[config.mk]
export PLATFORM = sky130hd
export DESIGN_NAME = tone_scheduler
export DESIGN_NICKNAME = d
export VERILOG_FILES = /design/src/rtl/tone_pkg.sv /design/src/rtl/tone_debounce.sv /design/src/rtl/tone_scheduler.sv
export SDC_FILE = /design/constraint.sdc
export NUM_CORES = 1
export LEC_CHECK = 0
export ABC_AREA = 1
export ABC_CLOCK_PERIOD_IN_PS = 2700
export CAP_MARGIN = 20
export CORE_MARGIN = 2
export CORE_UTILIZATION = 60
export CTS_BUF_LIST = sky130_fd_sc_hd__clkbuf_16
export CTS_CLUSTER_DIAMETER = 120
export DETAILED_ROUTE_END_ITERATION = 16
export GPL_TIMING_DRIVEN = 0
export PLACE_DENSITY = 0.77
export SYNTH_ARGS = -nofsm -noshare
export SYNTH_HDL_FRONTEND = slang
export SYNTH_HIERARCHICAL = 1
export SYNTH_SLANG_ARGS = --single-unit
export TNS_END_PERCENT = 50
[constraint.sdc]
create_clock -name clk -period 2.7 [get_ports clk]
set_input_delay 0.54 -clock clk [delete_from_list [all_inputs] [get_ports clk]]
set_output_delay 0.54 -clock clk [all_outputs]
set_load 0.01 [all_outputs]
[src/rtl/tone_pkg.sv]
`default_nettype none
// ============================================================================
//  Module      : tone_pkg
//  Description : Shared definitions for the tone scheduler. This package holds
//                the FSM state encoding, the note terminal-count table
//                (C4..C5 at a 12 MHz clock) and the note-selection helpers.
//  Revision    : 1.0 - initial release
// ============================================================================
package tone_pkg;

    typedef enum logic [1:0] {
        ST_IDLE = 2'd0,
        ST_PLAY = 2'd1,
        ST_GAP  = 2'd2
    } state_t;

    // The half-period of note i is NOTE_TC(i)+1 clock cycles.
    function automatic logic [15:0] note_tc(input logic [2:0] idx);
        logic [15:0] tc;
        case (idx)
            3'd0:    tc = 16'd22932;
            3'd1:    tc = 16'd20430;
            3'd2:    tc = 16'd18201;
            3'd3:    tc = 16'd17180;
            3'd4:    tc = 16'd15305;
            3'd5:    tc = 16'd13635;
            3'd6:    tc = 16'd12148;
            default: tc = 16'd11466;
        endcase
        return tc;
    endfunction

    // This returns the lowest pressed index, or 0 when nothing is pressed.
    function automatic logic [2:0] lowest_pressed(input logic [7:0] pressed);
        logic [2:0] idx;
        idx = 3'd0;
        for (int i = 7; i >= 0; i--) begin
            if (pressed[i]) idx = 3'(i);
        end
        return idx;
    endfunction

    // This returns the next pressed index strictly above cur, wrapping 7 -> 0.
    // The scan runs from the farthest offset to the nearest so that the
    // nearest pressed index wins. Offset 8 wraps onto cur itself, which
    // makes a lone held button select itself.
    function automatic logic [2:0] next_above(input logic [7:0] pressed,
                                              input logic [2:0] cur);
        logic [2:0] idx;
        logic [2:0] j;
        idx = cur;
        for (int k = 8; k >= 1; k--) begin
            j = cur + 3'(k);
            if (pressed[j]) idx = j;
        end
        return idx;
    endfunction

endpackage : tone_pkg
`default_nettype wire

[src/rtl/tone_debounce.sv]
`default_nettype none
// ============================================================================
//  Module      : tone_debounce
//  Description : One button channel. The channel has a 2-flop synchronizer
//                followed by a debouncer. The debounced level flips only
//                after DEBOUNCE_CYCLES consecutive cycles in which the
//                synchronized input differs from it.
//  Ports       : clk       - clock
//                rst_n     - asynchronous active-low reset
//                i_btn     - raw active-low button, asynchronous to clk
//                o_pressed - 1 while the debounced level is low
//  Revision    : 1.0 - initial release
// ============================================================================
module tone_debounce #(
    parameter int DEBOUNCE_CYCLES = 120000
) (
    input  logic clk,
    input  logic rst_n,
    input  logic i_btn,
    output logic o_pressed
);

    localparam int CW = (DEBOUNCE_CYCLES < 2) ? 1 : $clog2(DEBOUNCE_CYCLES + 1);
    localparam logic [CW-1:0] c_cnt_last = CW'(DEBOUNCE_CYCLES - 1);

    logic          r_sync1;
    logic          r_sync2;
    logic          r_db;
    logic [CW-1:0] r_cnt;

    // The synchronizer and the debounced level reset to 1 (released), so a
    // button held through reset must be fully re-debounced.
    always_ff @(posedge clk or negedge rst_n) begin
        if (!rst_n) begin
            r_sync1 <= 1'b1;
            r_sync2 <= 1'b1;
            r_db    <= 1'b1;
            r_cnt   <= '0;
        end else begin
            r_sync1 <= i_btn;
            r_sync2 <= r_sync1;
            if (r_sync2 != r_db) begin
                if (r_cnt == c_cnt_last) begin
                    r_db  <= r_sync2;
                    r_cnt <= '0;
                end else begin
                    r_cnt <= r_cnt + 1'b1;
                end
            end else begin
                r_cnt <= '0;
            end
        end
    end

    assign o_pressed = ~r_db;

endmodule : tone_debounce
`default_nettype wire

[src/rtl/tone_scheduler.sv]
`default_nettype none
// ============================================================================
//  Module      : tone_scheduler
//  Description : Eight-button square-wave tone player. Buttons are
//                synchronized and debounced. An IDLE/PLAY/GAP FSM latches a
//                note and drives a 16-bit divider that toggles the square
//                output. When the selected note changes, a short silence
//                (GAP) separates the two notes.
//                Optional macro TONE_ARP_EN: in PLAY, a step timer advances
//                to the next pressed note above the current one, which gives
//                an arpeggio.
//  Ports       : clk    - clock
//                rst_n  - asynchronous active-low reset
//                btn    - raw active-low buttons [7:0]
//                pwmout - square-wave audio
//                ledc   - [2:0] latched note, [3] playing, [5:4] state code
//  Revision    : 1.0 - initial release
// ============================================================================
module tone_scheduler
    import tone_pkg::*;
#(
    parameter int DEBOUNCE_CYCLES = 120000,
    parameter int GAP_CYCLES      = 12000,
    parameter int STEP_CYCLES     = 1200000
) (
    input  logic       clk,
    input  logic       rst_n,
    input  logic [7:0] btn,
    output logic       pwmout,
    output logic [5:0] ledc
);

    localparam int GW = (GAP_CYCLES < 2) ? 1 : $clog2(GAP_CYCLES + 1);
    localparam logic [GW-1:0] c_gap_last = GW'(GAP_CYCLES - 1);

    logic [7:0]  w_pressed;
    logic        w_any;
    logic [2:0]  w_cand;
    logic [15:0] w_tc;
    logic        w_div_hit;
    logic [15:0] w_div_next;
    logic        w_sq_next;

    state_t      r_state;
    logic [2:0]  r_note;
    logic [15:0] r_div;
    logic        r_square;
    logic [GW-1:0] r_gap;

    genvar gi;
    generate
        for (gi = 0; gi < 8; gi++) begin : g_btn
            tone_debounce #(
                .DEBOUNCE_CYCLES (DEBOUNCE_CYCLES)
            ) u_db (
                .clk       (clk),
                .rst_n     (rst_n),
                .i_btn     (btn[gi]),
                .o_pressed (w_pressed[gi])
            );
        end
    endgenerate

    assign w_any = |w_pressed;

`ifdef TONE_ARP_EN
    localparam int SW = (STEP_CYCLES < 2) ? 1 : $clog2(STEP_CYCLES + 1);
    localparam logic [SW-1:0] c_step_last = SW'(STEP_CYCLES - 1);

    logic [SW-1:0] r_step;
    logic          w_step_end;

    assign w_cand     = next_above(w_pressed, r_note);
    assign w_step_end = (r_step == c_step_last);
`else
    assign w_cand = lowest_pressed(w_pressed);
`endif

    assign w_tc       = note_tc(r_note);
    assign w_div_hit  = (r_div == w_tc);
    assign w_div_next = w_div_hit ? 16'd0 : r_div + 16'd1;
    assign w_sq_next  = r_square ^ w_div_hit;

    // The square is cleared on the same edge that leaves PLAY. This means
    // r_square already equals (square AND playing), and it can drive pwmout
    // directly without a glitch.
    always_ff @(posedge clk or negedge rst_n) begin
        if (!rst_n) begin
            r_state  <= ST_IDLE;
            r_note   <= 3'd0;
            r_div    <= 16'd0;
            r_square <= 1'b0;
            r_gap    <= '0;
`ifdef TONE_ARP_EN
            r_step   <= '0;
`endif
        end else begin
            case (r_state)
                ST_IDLE: begin
                    r_div    <= 16'd0;
                    r_square <= 1'b0;
                    r_gap    <= '0;
                    if (w_any) begin
                        r_state <= ST_PLAY;
                        r_note  <= w_cand;
`ifdef TONE_ARP_EN
                        r_step  <= '0;
`endif
                    end
                end

                ST_PLAY: begin
                    if (!w_any) begin
                        r_state  <= ST_IDLE;
                        r_div    <= 16'd0;
                        r_square <= 1'b0;
`ifdef TONE_ARP_EN
                    end else if (w_step_end && (w_cand != r_note)) begin
`else
                    end else if (w_cand != r_note) begin
`endif
                        r_state  <= ST_GAP;
                        r_div    <= 16'd0;
                        r_square <= 1'b0;
                        r_gap    <= '0;
                    end else begin
                        r_div    <= w_div_next;
                        r_square <= w_sq_next;
`ifdef TONE_ARP_EN
                        r_step   <= w_step_end ? '0 : r_step + 1'b1;
`endif
                    end
                end

                ST_GAP: begin
                    r_div    <= 16'd0;
                    r_square <= 1'b0;
                    if (r_gap == c_gap_last) begin
                        r_gap <= '0;
                        if (w_any) begin
                            r_state <= ST_PLAY;
                            r_note  <= w_cand;
`ifdef TONE_ARP_EN
                            r_step  <= '0;
`endif
                        end else begin
                            r_state <= ST_IDLE;
                        end
                    end else begin
                        r_gap <= r_gap + 1'b1;
                    end
                end

                default: begin
                    r_state  <= ST_IDLE;
                    r_div    <= 16'd0;
                    r_square <= 1'b0;
                    r_gap    <= '0;
                end
            endcase
        end
    end

    assign pwmout = r_square;
    assign ledc   = {r_state, (r_state == ST_PLAY), r_note};

endmodule : tone_scheduler
`default_nettype wire

# After elaboration in Yosys (flattened, before gate mapping)
# Cells that the tools add are included.
# word_totals
n_memories	0
romBits	0
latch_bits	0
elab_cells	148
output_inout_bits	7
inputBits	10
reg_bits	196
ram_bits	0
# op_classes
n_shift	0
magnitude_cmp	0
n_div	0
n_reduce_logical	15
n_mul	0
eq_ne	32
n_mux	45
bitwise	9
add_sub_neg	10
# ops
op	count
$mux 17	16
$add 17x1->17 const B	8
$eq 17x17->1 const B	8
$pmux 15 s7	1
$mux 16	4
$mux 14	3
$mux 3	10
$pmux 14 s2	1
$reduce_and 2->1	10
$add 16x1->16 const B	1
$eq 16x16->1	1
$add 14x1->14 const B	1
$eq 14x14->1 const B	1
$eq 3x3->1 const B	3
$mux 2	4
$ne 1x1->1	8
$not 1->1	8
$reduce_or 8->1	1
$eq 3x2->1 const B	2
$pmux 2 s3	1
$pmux 3 s2	1
$mux 1	4
$ne 2x1->1 const B	2
$ne 2x2->1 const B	2
10 further kinds	10

# Logic depth before layout (Yosys ltp)
# logic_depth
word_depth	12
mapped_depth	15
mapped_depth_nobuf	14

# Hierarchy
# The synthesis kept the hierarchy.
# modules_own_cells
module	seq_area_each_um2	cells_each	area_per_inst_um2	instances
tone_debounce	504.2	142	1098.6	8
tone_scheduler	900.9	376	2521.2	1

# Worst setup path after synthesis
# Ideal clock, no wire load.
# synth_path
path_kind	register to register
from	register g_btn[0].u_db.r_db
to	register r_div[10]
slack_ps	961
t_required_ps	2614
stages_incl_launch_ff	11
arrival_ps	1653
path_cell_list	dfstp_2 -> inv_1 -> nor2_2 -> and2_2 -> nand2_1 -> nand2_1 -> nand2_1 -> nor2_1 -> nand4_2 -> buf_4 -> nor3_1
# synth_lines
item	line_no	text
start, declared	tone_debounce.sv:28	logic r_db;
start signal, assigned	tone_debounce.sv:44	r_db <= r_sync2;
$not 1->1	tone_debounce.sv:55	assign o_pressed = ~r_db;
via w_pressed[0]	tone_scheduler.sv:36	logic [7:0] w_pressed;
$reduce_or 8->1	tone_scheduler.sv:64	assign w_any = |w_pressed;
$mux 16	tone_scheduler.sv:113	if (!w_any) begin
$mux 16	tone_scheduler.sv:98	case (r_state)
end signal, assigned	tone_scheduler.sv:127	r_div <= w_div_next;
end, declared	tone_scheduler.sv:46	logic [15:0] r_div;
# The timed path passes the listed nets, and every way through them passes these cells.
# A chain may end at the register's enable or synchronous reset.

# Worst setup path in the final report
# layout_path
from	register r_state[0]
to	output ledc[3]
# layout_via
elab_chain_len	1
# layout_lines
item	line_no	text
start, declared	tone_scheduler.sv:44	state_t r_state;
start signal, assigned	tone_scheduler.sv:89	r_state <= ST_IDLE;
start signal, assigned	tone_scheduler.sv:104	r_state <= ST_PLAY;
start signal, assigned	tone_scheduler.sv:114	r_state <= ST_IDLE;
$eq 2x1->1	tone_scheduler.sv:165	assign ledc = {r_state, (r_state == ST_PLAY), r_note};
end, declared	tone_scheduler.sv:30	output logic [5:0] ledc
# No other way between the ends.

==> summary.md <==
| Metric | Value |
|---|---|
| Status | `finished clean` |
| Final Slew Violations | `0` |
| Cell variety after synth | `31` |
| Critical path required time | `2.16 ns` |
| DRT Wirelength | `about 23000 microns` |
| Synthesized Nets | `between 1500 and 2000` |
| Clk pwr share | `44.0%` |
| Worst VDD drop | `432 uV` |
| Initial antenna violation count | `0` |
| Cell area after synthesis | `roughly 11000 sq um` |
| TritonCTS clock tree | `built` |
| Most frequent cells in the layout | `nand2_1, nor2_1, dfrtp_1` |
| Global-route usage over all layers | `approximately 25%` |
| Total core area | `18600 sq um` |
| Die width | `141 microns` |
| Sequential area share after synthesis | `43.6%` |
| Power Dens Cells | `around 460 nW/um^2` |
| Routed len/inst | `12.8 microns` |
| Filler Cells Inserted | `1582` |
| Vias in the first global route | `~9300` |
| CTS sink count | `around 200` |
| Clk slew on worst S/H paths | `0.07 ns` |
| Leakage power | `around 5.3 nW` |
| Dpl cells | `1763` |
| Post-Layout Cell Count | `1795` |
| Placed cell areas | `approximately 12000 sq um` |
| First-pass GRT wire length | `42000 microns` |
| Post-CTS setup buffers | `0` |
| CTS max path bufs | `2` |
| Min setup slack post-route | `0.166 ns` |
| Top cells by area, synth | `dfrtp_1, nand2_1, nor2_1` |
| H-tree depth | `4` |
| Layout Nets | `1568` |
| Logic pwr share | `between 3 and 4%` |
| Period minus WS final | `2.53 ns` |
| Fmax | `0.395 GHz` |
| RSZ-0062 raised after global routing | `false` |
| Fin crit share | `a little over nine tenths` |
| Crit end category | `output pin` |
| Max Cap Violations | `0` |
| Post-route DRC | `0` |
| Largest net degree at the start of global routing | `approximately 100` |
| N_diodes | `0` |
| 1st-iter DRT viols | `521` |
| Final ANT Viol Nets | `0` |
| Clk_skew | `0.0161 ns` |
| Net Sw Frac | `22.8%` |
| Share of power burned in registers | `52.8%` |
| Commonest non-fill, non-tap cell in the layout | `nand2_1` |
| Internal power | `0.00442 W` |
| Net Switching | `0.00130 W` |
| Die area | `20000 sq um` |
| GP Congestion | `0.936` |
| Initial DRT Pass Iterations | `6` |
| Initial Utilization | `around three fifths` |
| Synth-to-Final Area Change | `9.50%` |
| Startpoint Class | `flip-flop` |
| Vias/cell | `5.32` |
| CTS Buf Count | `17` |
| Grt ovf | `0` |
| Number of port buffers | `16` |
| CP Data Arrival Time | `1.99 ns` |
| Yosys top cell by area | `dfrtp_1` |
| Worst hold path type | `in -> async` |
| Design Area, Final | `12400 sq um` |
| Synthesis Warnings | `6` |
| Setup WS pre-CTS | `around 0.21 ns` |
| Max_slew headroom | `a little over half` |
| Share of layout cells above drive strength 1 | `between 10% and 20%` |
| Final Hold Viols | `0` |
| Final setup fails | `0` |
| Crit Path Max Fanout | `10` |
| Post-detail-place hpwl | `between 15000 and 20000 microns` |
| I/O pins | `17` |
| Seq cells post-synth | `196` |
| Gate Count Post-Synth | `1512` |
| Yosys top cell area share | `a little under two fifths` |
| Clk_lat worst skew | `0.44 ns` |
| Worst slew pin tran | `roughly 0.7 ns` |
| Root Driver | `clkbuf_16` |
| Rows | `50` |
| DR vias | `between 9000 and 10000` |
| Syn avg cell area | `around 7.5 sq um` |
| Setup CP Type | `reg -> out` |
| Die height | `between 100 and 150 microns` |
cell families after synthesis:
group	count (synthesis)	share of synthesized area [%]
flops	196	43.6
xor+xnor	72	5.58
buf+inv	192	7.14
compound gates	47	2.38
fa+ha+maj	10	1.11
simple gates	995	40.2
synth_stat cells, drive strengths merged:
| cell | n |
|---|---|
| nand2 | 402 |
| xnor2 | 19 |
| and2 | 1 |
| o21bai | 9 |
| clkbuf | 2 |
| nand3 | 152 |
| a21oi | 2 |
| o21ai | 32 |
| ha | 10 |
| nand4 | 58 |
| nor2 | 317 |
| buf | 14 |
| a31o | 1 |
| xor2 | 53 |
| or2 | 3 |
| dfstp | 24 |
| inv | 176 |
| nand3b | 8 |
| nor3 | 46 |
| a21o | 1 |
| dfrtp | 172 |
| o31ai | 1 |
| nor3b | 8 |
| o211ai | 1 |
per-stage QoR:
stage | hold slack (ns) | power, W | setup TNS, ns | util [%]
3_3_place_gp | 0.346 | 0.00325 | -1285.57 | 63.3
6_report | 0.0991 | 0.00572 | 0 | 66.7
5_1_grt | 0.161 | 0.00594 | 0 | 66.7
3_5_place_dp | 0.347 | 0.00327 | 0 | 63.5
2_1_floorplan | 0.244 | 0.00316 | 0 | -
4_1_cts | 0.144 | 0.00578 | 0 | 66.6
cell type report:
cell class                      instances  area [sq um]  share of cell area (%)
Buffer                                 16           150                    1.21
Clock buffer                           17           425                    3.44
Clock inverter                         15           153                    1.23
Inverter                              176           661                    5.33
Multi-Input combinational cell       1124          5580                    45.0
Sequential cell                       196          4930                    39.8
Tap cell                              234           293                    2.36
Timing Repair Buffer                   17           193                    1.56
metal layers:
metal / vias to the layer above / global-route usage, % / routed length (microns)
met3: 28 / 4.56 / 835
met5: - / 0 / 0
met4: 0 / 7.05 / 274
met2: 171 / 42.5 / 11100
met1: 4462 / 33.7 / 10800
li1: 4889 / - / -
registers in the layout, indices dropped and copies added (netlist names):
| register | cells |
|---|---|
| g_btn.u_db/r_sync1 | 8 |
| g_btn.u_db/r_db | 8 |
| g_btn.u_db/r_sync2 | 8 |
| g_btn.u_db/r_cnt | 136 |
| pwmout | 1 |
| r_state | 2 |
| r_gap | 14 |
| r_note | 3 |
| r_div | 16 |
repair_timing:
| item | in CTS | in global routing |
|---|---|---|
| setup endpoints to repair | 1 | 1 |
| gates resized for setup | 2 | 3 |
| hold buffers | 0 | 0 |
critical path, cell delays in order (launching register included):
cell and delay (ns):
dfrtp_1 0.43, inv_1 0.12, nor2_4 0.18, clkbuf_4 0.26, clkdlybuf4s50_1 0.56
power by group through the flow:
stage                logic, W  registers, W  clock network, W
finish               0.000184       0.00302           0.00252
global route         0.000219       0.00303           0.00270
CTS                  0.000192       0.00302           0.00257
detailed placement   0.000190       0.00308                 0
global placement     0.000179       0.00308                 0
floorplan           0.0000881       0.00307                 0
worst paths after layout:
kind                                       startpoint                      end  slack (ns)  depth (start not counted)
worst max-delay path                       r_state[0]                  ledc[3]        0.17                          4
worst min-delay path                            rst_n  g_btn[7].u_db/r_cnt[15]         0.1                          1
worst max register to register     g_btn[1].u_db/r_db                r_div[14]        0.59                         10
worst min register to register  g_btn[6].u_db/r_sync1    g_btn[6].u_db/r_sync2        0.35                          0
max in group asynchronous                       rst_n    g_btn[1].u_db/r_sync1        1.62                          2
min in group clk                g_btn[6].u_db/r_sync1    g_btn[6].u_db/r_sync2        0.35                          0
Power figures use the tool's default switching activity.
